$ cat config.mk
export PLATFORM = sky130hd
export DESIGN_NAME = fifo_wr_arbiter
export DESIGN_NICKNAME = d
export VERILOG_FILES = /design/src/rtl/fifo_wr_arbiter.sv
export SDC_FILE = /design/constraint.sdc
export NUM_CORES = 1
export LEC_CHECK = 0
export ABC_AREA = 1
export CAP_MARGIN = 40
export CORE_MARGIN = 2
export CORE_UTILIZATION = 30
export CTS_CLUSTER_DIAMETER = 100
export DETAILED_ROUTE_END_ITERATION = 10
export PLACE_DENSITY = 0.65
export SLEW_MARGIN = 20
export SYNTH_ARGS = -nofsm -noshare
export SYNTH_HDL_FRONTEND = slang
export SYNTH_SLANG_ARGS = --single-unit
$ cat constraint.sdc
create_clock -name clk_w -period 1.62 [get_ports clk_w]
set_input_delay 0.243 -clock clk_w [delete_from_list [all_inputs] [get_ports clk_w]]
set_output_delay 0.243 -clock clk_w [all_outputs]
set_load 0.02 [all_outputs]
$ cat src/rtl/fifo_wr_arbiter.sv
// Round-robin arbiter granting one of NUM_REQ requesters the FIFO write port for bursts of
// up to BURST_LEN beats. Define FIFO_WR_ARB_BURST_EN for bursts; otherwise grants are single-beat.
module fifo_wr_arbiter #(
    parameter int unsigned NUM_REQ   = 4,
    parameter int unsigned DATA_W    = 8,
    parameter int unsigned BURST_LEN = 4
) (
    input  logic                        clk_w,
    input  logic                        rst_w,
    input  logic [NUM_REQ-1:0]          req_valid,
    input  logic [NUM_REQ*DATA_W-1:0]   req_data,
    output logic [NUM_REQ-1:0]          req_ready,
    input  logic                        full,
    output logic                        w_en,
    output logic [DATA_W-1:0]           w_data,
    output logic [$clog2(NUM_REQ)-1:0]  grant_id,
    output logic                        busy
);

    localparam int unsigned IdW  = $clog2(NUM_REQ);
    localparam int unsigned CntW = $clog2(BURST_LEN) + 1;
`ifdef FIFO_WR_ARB_BURST_EN
    localparam int unsigned Beats = BURST_LEN;
`else
    localparam int unsigned Beats = 1;
`endif
    localparam logic [CntW-1:0] LastBeat = CntW'(Beats - 1);
    localparam logic [IdW-1:0]  LastId   = IdW'(NUM_REQ - 1);

    typedef enum logic [0:0] {StIdle, StGrant} state_e;

    state_e           state_q;
    logic [IdW-1:0]   owner_q;
    logic [IdW-1:0]   rr_ptr_q;
    logic [CntW-1:0]  beat_cnt_q;
    logic [IdW-1:0]   next_ptr;
    logic [DATA_W-1:0] owner_data;

    // First valid requester at or after ptr, searching cyclically.
    function automatic logic [IdW-1:0] rr_pick(input logic [NUM_REQ-1:0] valid,
                                               input logic [IdW-1:0] ptr);
        logic [IdW-1:0] pick;
        logic [IdW-1:0] cand;
        pick = ptr;
        for (int k = NUM_REQ - 1; k >= 0; k--) begin
            cand = IdW'((int'(ptr) + k) % int'(NUM_REQ));
            if (valid[cand]) pick = cand;
        end
        return pick;
    endfunction

    assign next_ptr = (owner_q == LastId) ? '0 : owner_q + 1'b1;

    always_ff @(posedge clk_w or negedge rst_w) begin
        if (!rst_w) begin
            state_q    <= StIdle;
            owner_q    <= '0;
            rr_ptr_q   <= '0;
            beat_cnt_q <= '0;
        end else begin
            unique case (state_q)
                StIdle: begin
                    if (|req_valid) begin
                        owner_q    <= rr_pick(req_valid, rr_ptr_q);
                        beat_cnt_q <= '0;
                        state_q    <= StGrant;
                    end
                end
                StGrant: begin
                    // A full FIFO freezes the grant, even if the owner withdraws.
                    if (!full) begin
                        if (req_valid[owner_q]) begin
                            beat_cnt_q <= beat_cnt_q + 1'b1;
                            if (beat_cnt_q == LastBeat) begin
                                state_q  <= StIdle;
                                rr_ptr_q <= next_ptr;
                            end
                        end else begin
                            state_q  <= StIdle;
                            rr_ptr_q <= next_ptr;
                        end
                    end
                end
                default: state_q <= StIdle;
            endcase
        end
    end

    always_comb begin
        req_ready  = '0;
        owner_data = '0;
        for (int i = 0; i < int'(NUM_REQ); i++) begin
            if (owner_q == IdW'(i)) begin
                req_ready[i] = (state_q == StGrant) && !full;
                owner_data   = req_data[i*DATA_W +: DATA_W];
            end
        end
    end

    assign w_en     = |(req_valid & req_ready);
    assign w_data   = (state_q == StGrant) ? owner_data : '0;
    assign grant_id = owner_q;
    assign busy     = (state_q == StGrant);

endmodule
Word-level counts from Yosys, hierarchy flattened

Cells that the tools add are included.

Bitwise operators: 3
Reduce and logical (&&, ||, !) cells: 9
Mux-type cells: 35
$lt $le $gt $ge: 5
Equal/unequal tests: 7
Add/subtract/negate cells: 5

Operator list:

| kind                                                       | count |
|---|---|
| 2-to-1 mux 8 bit                                           | 5 |
| less-than comparator 2 x 3 -> 1 bit, second input constant | 5 |
| 2-to-1 mux 2 bit                                           | 7 |
| 2-to-1 mux 1 bit                                           | 13 |
| binary-select mux 1 bit (select 2 bit)                     | 5 |
| 2-to-1 mux 3 bit                                           | 3 |
| OR reduction 4 bit                                         | 2 |
| case mux 3 bit (2 select lines)                            | 1 |
| AND reduction 3 bit                                        | 2 |
| adder 2 x 1 -> 2 bit, second input constant                | 2 |
| adder 2 bit, second input constant                         | 2 |
| bitwise AND 4 bit                                          | 1 |
| == test 2 bit, second input constant                       | 2 |
| inequality test 2 x 1 -> 1 bit, second input constant      | 2 |
| inequality test 2 bit, second input constant               | 2 |
| adder 3 x 1 -> 3 bit, second input constant                | 1 |
| zero test 3 bit                                            | 1 |
| == test 2 x 1 -> 1 bit, second input constant              | 1 |
| zero test 2 bit                                            | 1 |
| NOT 1 bit                                                  | 2 |
| case mux 1 bit (2 select lines)                            | 1 |
| AND reduction 2 bit                                        | 1 |
| logical AND 1 bit                                          | 1 |
| zero test 1 bit                                            | 1 |

Word-level logic and storage cells: 68
Register bits after elaboration: 8
Output and inout bits: 16

Logic depth before layout (Yosys ltp)

Gate-level depths: netlist of the first run.

Depth in word-level cells: 7
Gate-level depth with buffers: 13
Depth with buffers taken out: 12

Worst setup path after synthesis of the first run

Ideal clock, no wire load.

Path type: register -> output
From: reg owner_q[0] (netlist: grant_id[0])
To: out w_data[0]
Stages on the path, launching flop included: 7
Setup slack: -0.331 ns
Arrival time: 1.708 ns
Buffers on the path: 1
Required time: 1.377 ns
Cell sequence: dfrtp_1 > inv_1 > ha_1 > inv_1 > clkbuf_1 > o21ai_0 > a21oi_1

Word-level cells in the longest chain between the ends: 6
Elaborated cells between the ends (all ways): 9
Classes of those cells: eq/ne: 3; mux: 5; reduce/logical: 1

Ends and longest elaborated chain:

| item                           | line | text |
|---|---|---|
| from (decl)                    | 33   | `logic [IdW-1:0] owner_q;` |
| from (signal assigned)         | 64   | `owner_q <= rr_pick(req_valid, rr_ptr_q);` |
| zero test 2 bit                | 93   | `if (owner_q == IdW'(i)) begin` |
| 2-to-1 mux 8 bit (3 in series) | 93   |  |
| 2-to-1 mux 8 bit (*)           | 93   |  |
| 2-to-1 mux 8 bit (*)           | 101  | `assign w_data = (state_q == StGrant) ? owner_data : '0;` |
| to (decl)                      | 15   | `output logic [DATA_W-1:0] w_data,` |

Every way passes the cells marked *; elsewhere a longest branch is shown, timed or not.

Worst setup path after layout of the first run

From: reg owner_q[1] (netlist: grant_id[1])
To: out w_data[4]

The elaborated chain is that of the path after synthesis.

==> results of run 1 <==
==> cells by family after synthesis <==
family / after synthesis / share of synthesized area [%]
AO/OA/AOI/OAI: 51 / 26.2
AND/OR/NAND/NOR: 76 / 32.7
flip-flops: 8 / 20.5
adder cells (fa/ha/maj): 6 / 7.69
buffers and inverters: 29 / 12.9
==> flip-flops by register name, indices dropped and copies added, names as in the netlist <==
signal	flops
grant_id	2
beat_cnt_q	3
busy	1
rr_ptr_q	2
==> area by class of cell <==
type                            count  area share (%)
Tap cell                           44            2.86
Inverter                           23            5.66
Timing Repair inverter              2           0.781
Multi-Input combinational cell    133            40.2
Timing Repair Buffer               82            38.6
Sequential cell                     8            10.5
Clock buffer                        4            1.37
==> per-stage QoR <==
| stage | util, % | power (mW) | setup slack (ps) |
|---|---|---|---|
| floorplan | - | 2.11 | 1.22 |
| global placement | 57.0 | 2.99 | -498 |
| detailed placement | 57.0 | 3.04 | -525 |
| CTS | 59.1 | 3.28 | -272 |
| global route | 62.4 | 3.86 | -378 |
| finish | 62.4 | 3.55 | -294 |
==> routing by layer <==
metal	wire length [µm]	part of all wire [%]	track usage, %
met1	1550	43	27.6
met2	1930	53	35.9
met3	140	3.8	1.26
met4	31	0.85	7.45
met5	0	0	0
==> worst max-delay path by stage <==
stage / slack, ps / cells after the start / from / to
global route: -380 / 9 / grant_id[0]$_DFFE_PN0P_ / w_data[0]
global placement: -500 / 7 / grant_id[0]$_DFFE_PN0P_ / w_data[1]
floorplan: 1 / 7 / grant_id[0]$_DFFE_PN0P_ / w_en
finish: -290 / 8 / grant_id[1]$_DFFE_PN0P_ / w_data[4]
CTS: -270 / 8 / grant_id[0]$_DFFE_PN0P_ / w_data[6]
detailed placement: -530 / 7 / grant_id[0]$_DFFE_PN0P_ / w_data[1]
==> cell usage after synthesis, drive strengths merged <==
library cell / instances / share of area, %
o21ai: 32 / 16
nor2: 17 / 7.1
nand4: 2 / 1.3
inv: 23 / 9.4
nand3: 10 / 5.1
dfrtp: 8 / 21
buf: 3 / 2.4
nor3: 1 / 0.51
nand2: 46 / 19
a21oi: 19 / 9.7
ha: 6 / 7.7
clkbuf: 3 / 1.2
==> power groups by stage <==
stage | clock network [mW] | logic, mW | registers [mW]
after detailed placement | 0 | 2.65 | 0.389
after CTS | 0.180 | 2.71 | 0.389
after floorplan | 0 | 1.70 | 0.407
final | 0.174 | 2.98 | 0.390
after global placement | 0 | 2.60 | 0.383
after global routing | 0.192 | 3.27 | 0.402
==> timing repair <==
item / 4_1_cts / 5_1_grt
gates resized for setup: 74 / 24
setup endpoints to repair: 15 / 13
pin swaps: 4 / 13
setup buffers: 1 / 6
gates cloned: 2 / 0
hold endpoints to repair: 0 / 0
==> critical path: stages, from the launching register on <==
cell	delay, ps
dfrtp_2	420
buf_4	170
ha_4	170
buf_4	140
inv_4	90
o21ai_1	70
o21ai_1	100
a21oi_2	70
buf_4	160
==> flow_metrics.tcl, run 1 <==
set metrics [dict create \
    outcome "finished with violations" \
    violations "setup timing" \
    rsz0062_at_grt "true" \
    placed_cells 283 \
    grt_remaining_overflow 0 \
    seq_area_um2 203 \
    r2r_start "grant_id[0]$_DFFE_PN0P_" \
    power_density_nw_per_um2 1850 \
    drv_slew 0 \
    cts_sinks 8 \
    fin_cells 296 \
    tns_ps -2820 \
    p_sw_mw 1.82 \
    clk_pin_slew_ps 60 \
    area_delta_synth_final_pct 96.9 \
    numCtsBuffers 3 \
    p_sw_share_pct 51.2 \
    finClkSkew_ps 4.97 \
    syn_area_um2 976 \
    rr_worst_depth 10 \
    antenna_found_initial 0 \
    ir_drop_mv 0.922 \
    num-fill-cells 277 \
    whs_ps 260 \
    cts_hold_buf 0 \
    die_area_um2 3730 \
    hold_viol 0 \
    relSlewSlack_pct 75.0 \
    drt_iter0_markers 61 \
    num_rows 20 \
    layout-drive-gt1-share_pct 35.3 \
    p_seq_share_pct 11.0 \
    p_int_mw 1.73 \
    path_max_fanout 9 \
    cts_max_path_buffers 2 \
    fp.dieW_um 61.0 \
    final_cell_mix "nand2_1 (42), clkdlybuf4s50_1 (38), buf_4 (32)" \
    setup_viol 13 \
    drv_cap 0 \
    cts_tree "done" \
    dpl_cell_area_um2 1750 \
    synthesis.nets 215 \
    synth_cell_type_count 19 \
    start_kind "flip-flop" \
    avgViaCountPerCell 4.77 \
    final_antenna_net_count 0 \
    final_common_cell "nand2_1" \
    drc 0 \
    grt_max_degree 11 \
    clk_latency_ps 260 \
    layout_setup_ws_ps -294 \
    synth_seq_area_share_pct 20.5 \
    io_buffers 54 \
    synth-seq-cells 8 \
    hold_path.class "input port to asynchronous set/reset pin" \
    avgSynthCellArea_um2 5.74 \
    arrival_ps 1670 \
    vias 1412 \
    dpl.hpwl_mm 2.76 \
    synthCells 170 \
    fin_crit_sh_pct 118 \
    htreeDepth 1 \
    period_minus_slack_ps 1910 \
    comb_power_share_pct 84.1 \
    power_frac_clock_pct 4.9 \
    tightest_slew_ps 373 \
    multi_input_area_um2 772 \
    path_class "flip-flop to primary output" \
    start_util_pct 31.7 \
    cts_root_buf "clkbuf_4" \
    yosysWarnings 0 \
    reg2reg_to "rr_ptr_q[0]$_DFFE_PN0P_" \
    max_freq_mhz 522 \
    die-height_um 61.0 \
    grt_pass1_wl_mm 5.84 \
    routed_wl_mm 3.65 \
    p_leak_nw 0.887 \
    io_pins 55 \
    r2r_slack_ps 190 \
    fin_area_um2 1920 \
    cp-end-kind "primary output" \
    nNetsFinal 298 \
    grt_pass1_vias 1320 \
    dr.pass1.iters 4 \
    core_region_area_um2 3080 \
    worstPathRequired_ps 1380 \
    gp_congestion 0.861 \
    diodes 0 \
    track_usage_pct 20.9 \
    routedWlPerCell_um 12.3 \
]
Note: power is estimated with default switching activity, not from simulation.
==> inputs of run 2 (changes only) <==
Clock period 1.62 ns to 2 ns, I/O delays scaled along.
==> run 2 against run 1 <==
Effect of this change:
- the run now ends clean
- critical path type unchanged
- routed wire length fell by 5.5%
- clock power fell by 27%
- critical path depth fell by 2
- combinational power fell by 27%
- utilization fell by 3.0 points
- sequential cell count did not move
- register-to-register slack improved by 310 ps
- first-iteration DRC count fell by 25%
- count of clock-buffer cells in the layout fell by 1
- sequential power fell by 18%
- worst hold slack improved by 62 ps
==> flow_metrics.tcl, run 2 (synthesis gave the netlist of run 1 again) <==
set metrics [dict create \
    num-fill-cells 319 \
    avgViaCountPerCell 4.65 \
    final_antenna_net_count 0 \
    cp-end-kind "primary output" \
    finClkSkew_ps 2.26 \
    routedWlPerCell_um 11.9 \
    dr.pass1.iters 4 \
    largest_reg_flops 3 \
    dpl.hpwl_mm 2.59 \
    gp_congestion 0.825 \
    relSlewSlack_pct 74.7 \
    numCtsBuffers 3 \
    arrival_ps 1620 \
    crit_buf_inv 4 \
    cts_root_buf "clkbuf_4" \
    p_leak_nw 0.863 \
    area_delta_synth_final_pct 87.3 \
    drv_cap 0 \
    clk_latency_ps 260 \
    hold_path.class "input port to asynchronous set/reset pin" \
    cts_sinks 8 \
    fp.dieW_um 61.0 \
    fin_crit_sh_pct 95.9 \
    route.met3.wl_um 118 \
    p_sw_share_pct 50.9 \
    grt_pass1_wl_mm 5.29 \
    drv_slew 0 \
    nNetsFinal 294 \
    multi_input_area_um2 709 \
    vias 1354 \
    outcome "finished clean" \
    max_freq_mhz 521 \
    power_density_nw_per_um2 1440 \
    rsz0062_at_grt "true" \
    max_stage_delay_ps 450 \
    crit_chain "inv_4, ha_2, inv_2, buf_4, nor2_1, clkdlybuf4s15_1" \
    routed_wl_mm 3.45 \
    num_rows 20 \
    ir_drop_mv 0.557 \
    start_kind "flip-flop" \
    clk_pin_slew_ps 50 \
    core_region_area_um2 3080 \
    p_seq_share_pct 12.2 \
    tightest_slew_ps 379 \
    grt_max_degree 14 \
    final_cell_mix "nand2_1 (42), clkdlybuf4s50_1 (41), buf_4 (27)" \
    drt_iter0_markers 46 \
    wl_met2_mm 1.58 \
    wl_met1_mm 1.70 \
    hold_viol 0 \
    track_usage_pct 18.5 \
    drc 0 \
    setup_viol 0 \
    die-height_um 61.0 \
    layout-drive-gt1-share_pct 29.6 \
    tns_ps 0 \
    io_pins 55 \
    seq_area_um2 201 \
    grt_remaining_overflow 0 \
    comb_power_share_pct 83.0 \
    htreeDepth 1 \
    grt_pass1_vias 1177 \
    cp_top_family "buffers and inverters" \
    cts_tree "done" \
    path_class "flip-flop to primary output" \
    p_sw_mw 1.34 \
    worstPathRequired_ps 1700 \
    io_buffers 54 \
    power_frac_clock_pct 4.8 \
    antenna_found_initial 0 \
    die_area_um2 3730 \
    cts_max_path_buffers 2 \
    cp_slowest_cell "dfrtp_2" \
    p_total_mw 2.63 \
    top_layer "met4" \
    cts_hold_buf 0 \
    top_register "beat_cnt_q" \
    period_minus_slack_ps 1920 \
    final_common_cell "nand2_1" \
    path_max_fanout 7 \
    diodes 0 \
    start_util_pct 31.7 \
    p_int_mw 1.29 \
]
## run 2: area by class of cell
cell class                 count  share of cell area (%)
timing repair buffer          80                    40.7
multi-input combinational    133                    38.8
sequential                     8                    11.0
inverter                      23                    5.27
tap                           44                    3.01
clock buffer                   3                    1.23
## run 2: final timing paths
check	startpoint	end	slack (ps)	cells past startpoint
hold / removal	rst_w	beat_cnt_q[1]$_DFFE_PN0P_	320	1
min in group clk_w	beat_cnt_q[2]$_DFFE_PN0P_	beat_cnt_q[2]$_DFFE_PN0P_	570	2
setup reg to reg	grant_id[0]$_DFFE_PN0P_	rr_ptr_q[0]$_DFFE_PN0P_	500	11
hold reg to reg	beat_cnt_q[2]$_DFFE_PN0P_	beat_cnt_q[2]$_DFFE_PN0P_	570	2
setup / recovery	grant_id[0]$_DFFE_PN0P_	req_ready[2]	80	6
max in group asynchronous	rst_w	grant_id[0]$_DFFE_PN0P_	1380	1
## run 2: power by group through the flow
stage          Clock (mW)  Combinational [mW]  Sequential [mW]
2_1_floorplan           0                1.22            0.322
6_report            0.127                2.19            0.321
4_1_cts             0.134                1.94            0.304
3_5_place_dp            0                2.08            0.307
3_3_place_gp            0                2.08            0.305
5_1_grt             0.140                2.42            0.330
## run 2: repair_timing
action                                  4_1_cts  5_1_grt
cloned                                        0        1
buffers inserted                              0        4
pin swaps                                     0        4
endpoints found under the setup margin       13       13
resized for setup                            46       34
## run 2: per-layer routing
metal	track usage, %	vias up
li1	-	714
met1	26.6	606
met2	29.5	29
met3	1.26	5
met4	6.21	0
met5	0	-
## run 2: per-stage QoR
step / hold slack (ps) / setup WS [ps] / util [%] / instance area, µm² / cells
after floorplan: 4.41 / -7.94 / - / 990 / 170
after global placement: 560 / -142 / 55.9 / 1720 / 283
after detailed placement: 571 / -189 / 55.9 / 1720 / 283
after CTS: 318 / 0.0534 / 55.3 / 1700 / 286
after global routing: 343 / -41.3 / 59.4 / 1830 / 291
final: 322 / 81.7 / 59.4 / 1830 / 291
==> inputs of run 3 (changes only) <==
Settings changed: CORE_MARGIN 2 to default, PLACE_DENSITY 0.65 to 0.67.
==> run 3 against run 2 <==
Effect of this change:
- routed wire length decreased by 8.2%
- combinational power is 7% lower
- via count shrank 4.3%
- sequential power barely moved
==> flow_metrics.tcl, run 3 (synthesis gave the netlist of run 1 again) <==
set metrics [dict create \
    clk_pin_slew_ps 50 \
    p_total_mw 2.47 \
    power_density_nw_per_um2 1420 \
    area_delta_synth_final_pct 77.8 \
    path_max_fanout 10 \
    rsz0062_at_grt "true" \
    use_met1_pct 27.0 \
    die_area_um2 3490 \
    cts_root_buf "clkbuf_4" \
    grt_pass1_vias 1102 \
    antenna_found_initial 0 \
    final_common_cell "nand2_1" \
    io_pins 55 \
    finClkSkew_ps 1.06 \
    grt_most_used_layer "met2" \
    relSlewSlack_pct 76.0 \
    num_rows 20 \
    final_antenna_net_count 0 \
    period_minus_slack_ps 1910 \
    hold_path.class "input port to asynchronous set/reset pin" \
    hold_viol 0 \
    max_freq_mhz 524 \
    htreeDepth 1 \
    cts_tree "done" \
    ir_drop_mv 0.602 \
    use_met3_pct 0.873 \
    dpl_cell_area_um2 1680 \
    drv_cap 0 \
    fin_area_um2 1740 \
    gp_congestion 0.819 \
    final_cell_mix "nand2_1 (42), clkdlybuf4s50_1 (41), buf_4 (18)" \
    track_usage_pct 19.0 \
    outcome "finished clean" \
    p_leak_nw 0.836 \
    use_met2_pct 31.3 \
    die-height_um 59.0 \
    arrival_ps 1610 \
    avgViaCountPerCell 4.55 \
    io_buffers 54 \
    vias 1296 \
    cp-end-kind "primary output" \
    fp.dieW_um 59.0 \
    dr.pass1.iters 4 \
    start_util_pct 31.7 \
    dpl.hpwl_mm 2.54 \
    drc 0 \
    cts_hold_buf 0 \
    numCtsBuffers 3 \
    setup_viol 0 \
    layout-drive-gt1-share_pct 24.5 \
    routed_wl_mm 3.17 \
    grt_max_degree 11 \
    r2r_slack_ps 490 \
    cts_max_path_buffers 2 \
    drv_slew 0 \
    top_register "beat_cnt_q" \
    nNetsFinal 288 \
    path_class "flip-flop to primary output" \
    clk_latency_ps 250 \
    cts_sinks 8 \
    routedWlPerCell_um 11.1 \
    largest_reg_flops 3 \
    r2r_start "grant_id[0]$_DFFE_PN0P_" \
    worstPathRequired_ps 1700 \
    drt_iter0_markers 37 \
    diodes 0 \
    core_region_area_um2 3080 \
    grt_pass1_wl_mm 5.02 \
    reg2reg_to "rr_ptr_q[0]$_DFFE_PN0P_" \
    grt_remaining_overflow 0 \
    rr_worst_depth 11 \
    start_kind "flip-flop" \
    num-fill-cells 313 \
    fin_crit_sh_pct 95.4 \
    tightest_slew_ps 358 \
]
## run 3: what timing repair did
item,in CTS,in global routing
cloned,0,1
buffers inserted,0,2
endpoints found under the setup margin,13,10
gates resized for setup,43,25
pin swaps,0,1
## run 3: how the worst max path moves through the flow
| stage | cells after the start | from | slack, ps | to |
|---|---|---|---|---|
| finish | 8 | grant_id[0]$_DFFE_PN0P_ | 90 | w_data[1] |
| global route | 8 | grant_id[1]$_DFFE_PN0P_ | -2 | w_data[7] |
| CTS | 7 | grant_id[0]$_DFFE_PN0P_ | -70 | w_data[7] |
| detailed placement | 7 | grant_id[0]$_DFFE_PN0P_ | -250 | w_data[7] |
| global placement | 7 | grant_id[0]$_DFFE_PN0P_ | -200 | w_data[2] |
| floorplan | 6 | grant_id[0]$_DFFE_PN0P_ | -8 | w_data[3] |
## run 3: area by class of cell
class | instances | area (µm²) | share of cell area, %
well taps | 44 | 55.1 | 3.17
clock buffers | 3 | 22.5 | 1.30
repair buffers | 74 | 669 | 38.6
multi-input cells | 133 | 691 | 39.8
flip-flops and latches | 8 | 201 | 11.6
inverters | 23 | 96.3 | 5.55
## run 3: through the flow
stage | hold WS (ps) | worst slack, ps | instances | setup TNS, ps | util, %
final | 321 | 92.3 | 285 | 0 | 56.4
after global routing | 345 | -2.26 | 285 | -2.26 | 56.4
after CTS | 323 | -72.5 | 282 | -170 | 54.7
after detailed placement | 563 | -248 | 279 | -2180 | 54.5
after global placement | 560 | -202 | 279 | -1730 | 54.5
after floorplan | 4.41 | -7.94 | 170 | -31.8 | -
## run 3: worst max-delay path, cell delays in order, from the launching register on
cell	delay (ps)
dfrtp_2	450
inv_4	90
ha_1	140
inv_1	60
buf_6	130
o21ai_1	70
o21ai_0	120
a21oi_2	130
buf_2	170
## run 3: routing by layer
| layer | part of all wire (%) | routed length, µm |
|---|---|---|
| met3 | 2.4 | 77 |
| met5 | 0 | 0 |
| met2 | 46 | 1470 |
| met1 | 50 | 1590 |
| met4 | 0.88 | 28 |
## run 3: power by group
part	internal, mW	total [mW]	leakage (nW)	switching (mW)
Clock	0.0687	0.124	0.0138	0.0553
Sequential	0.232	0.320	0.0991	0.0879
Combinational	0.885	2.03	0.723	1.14
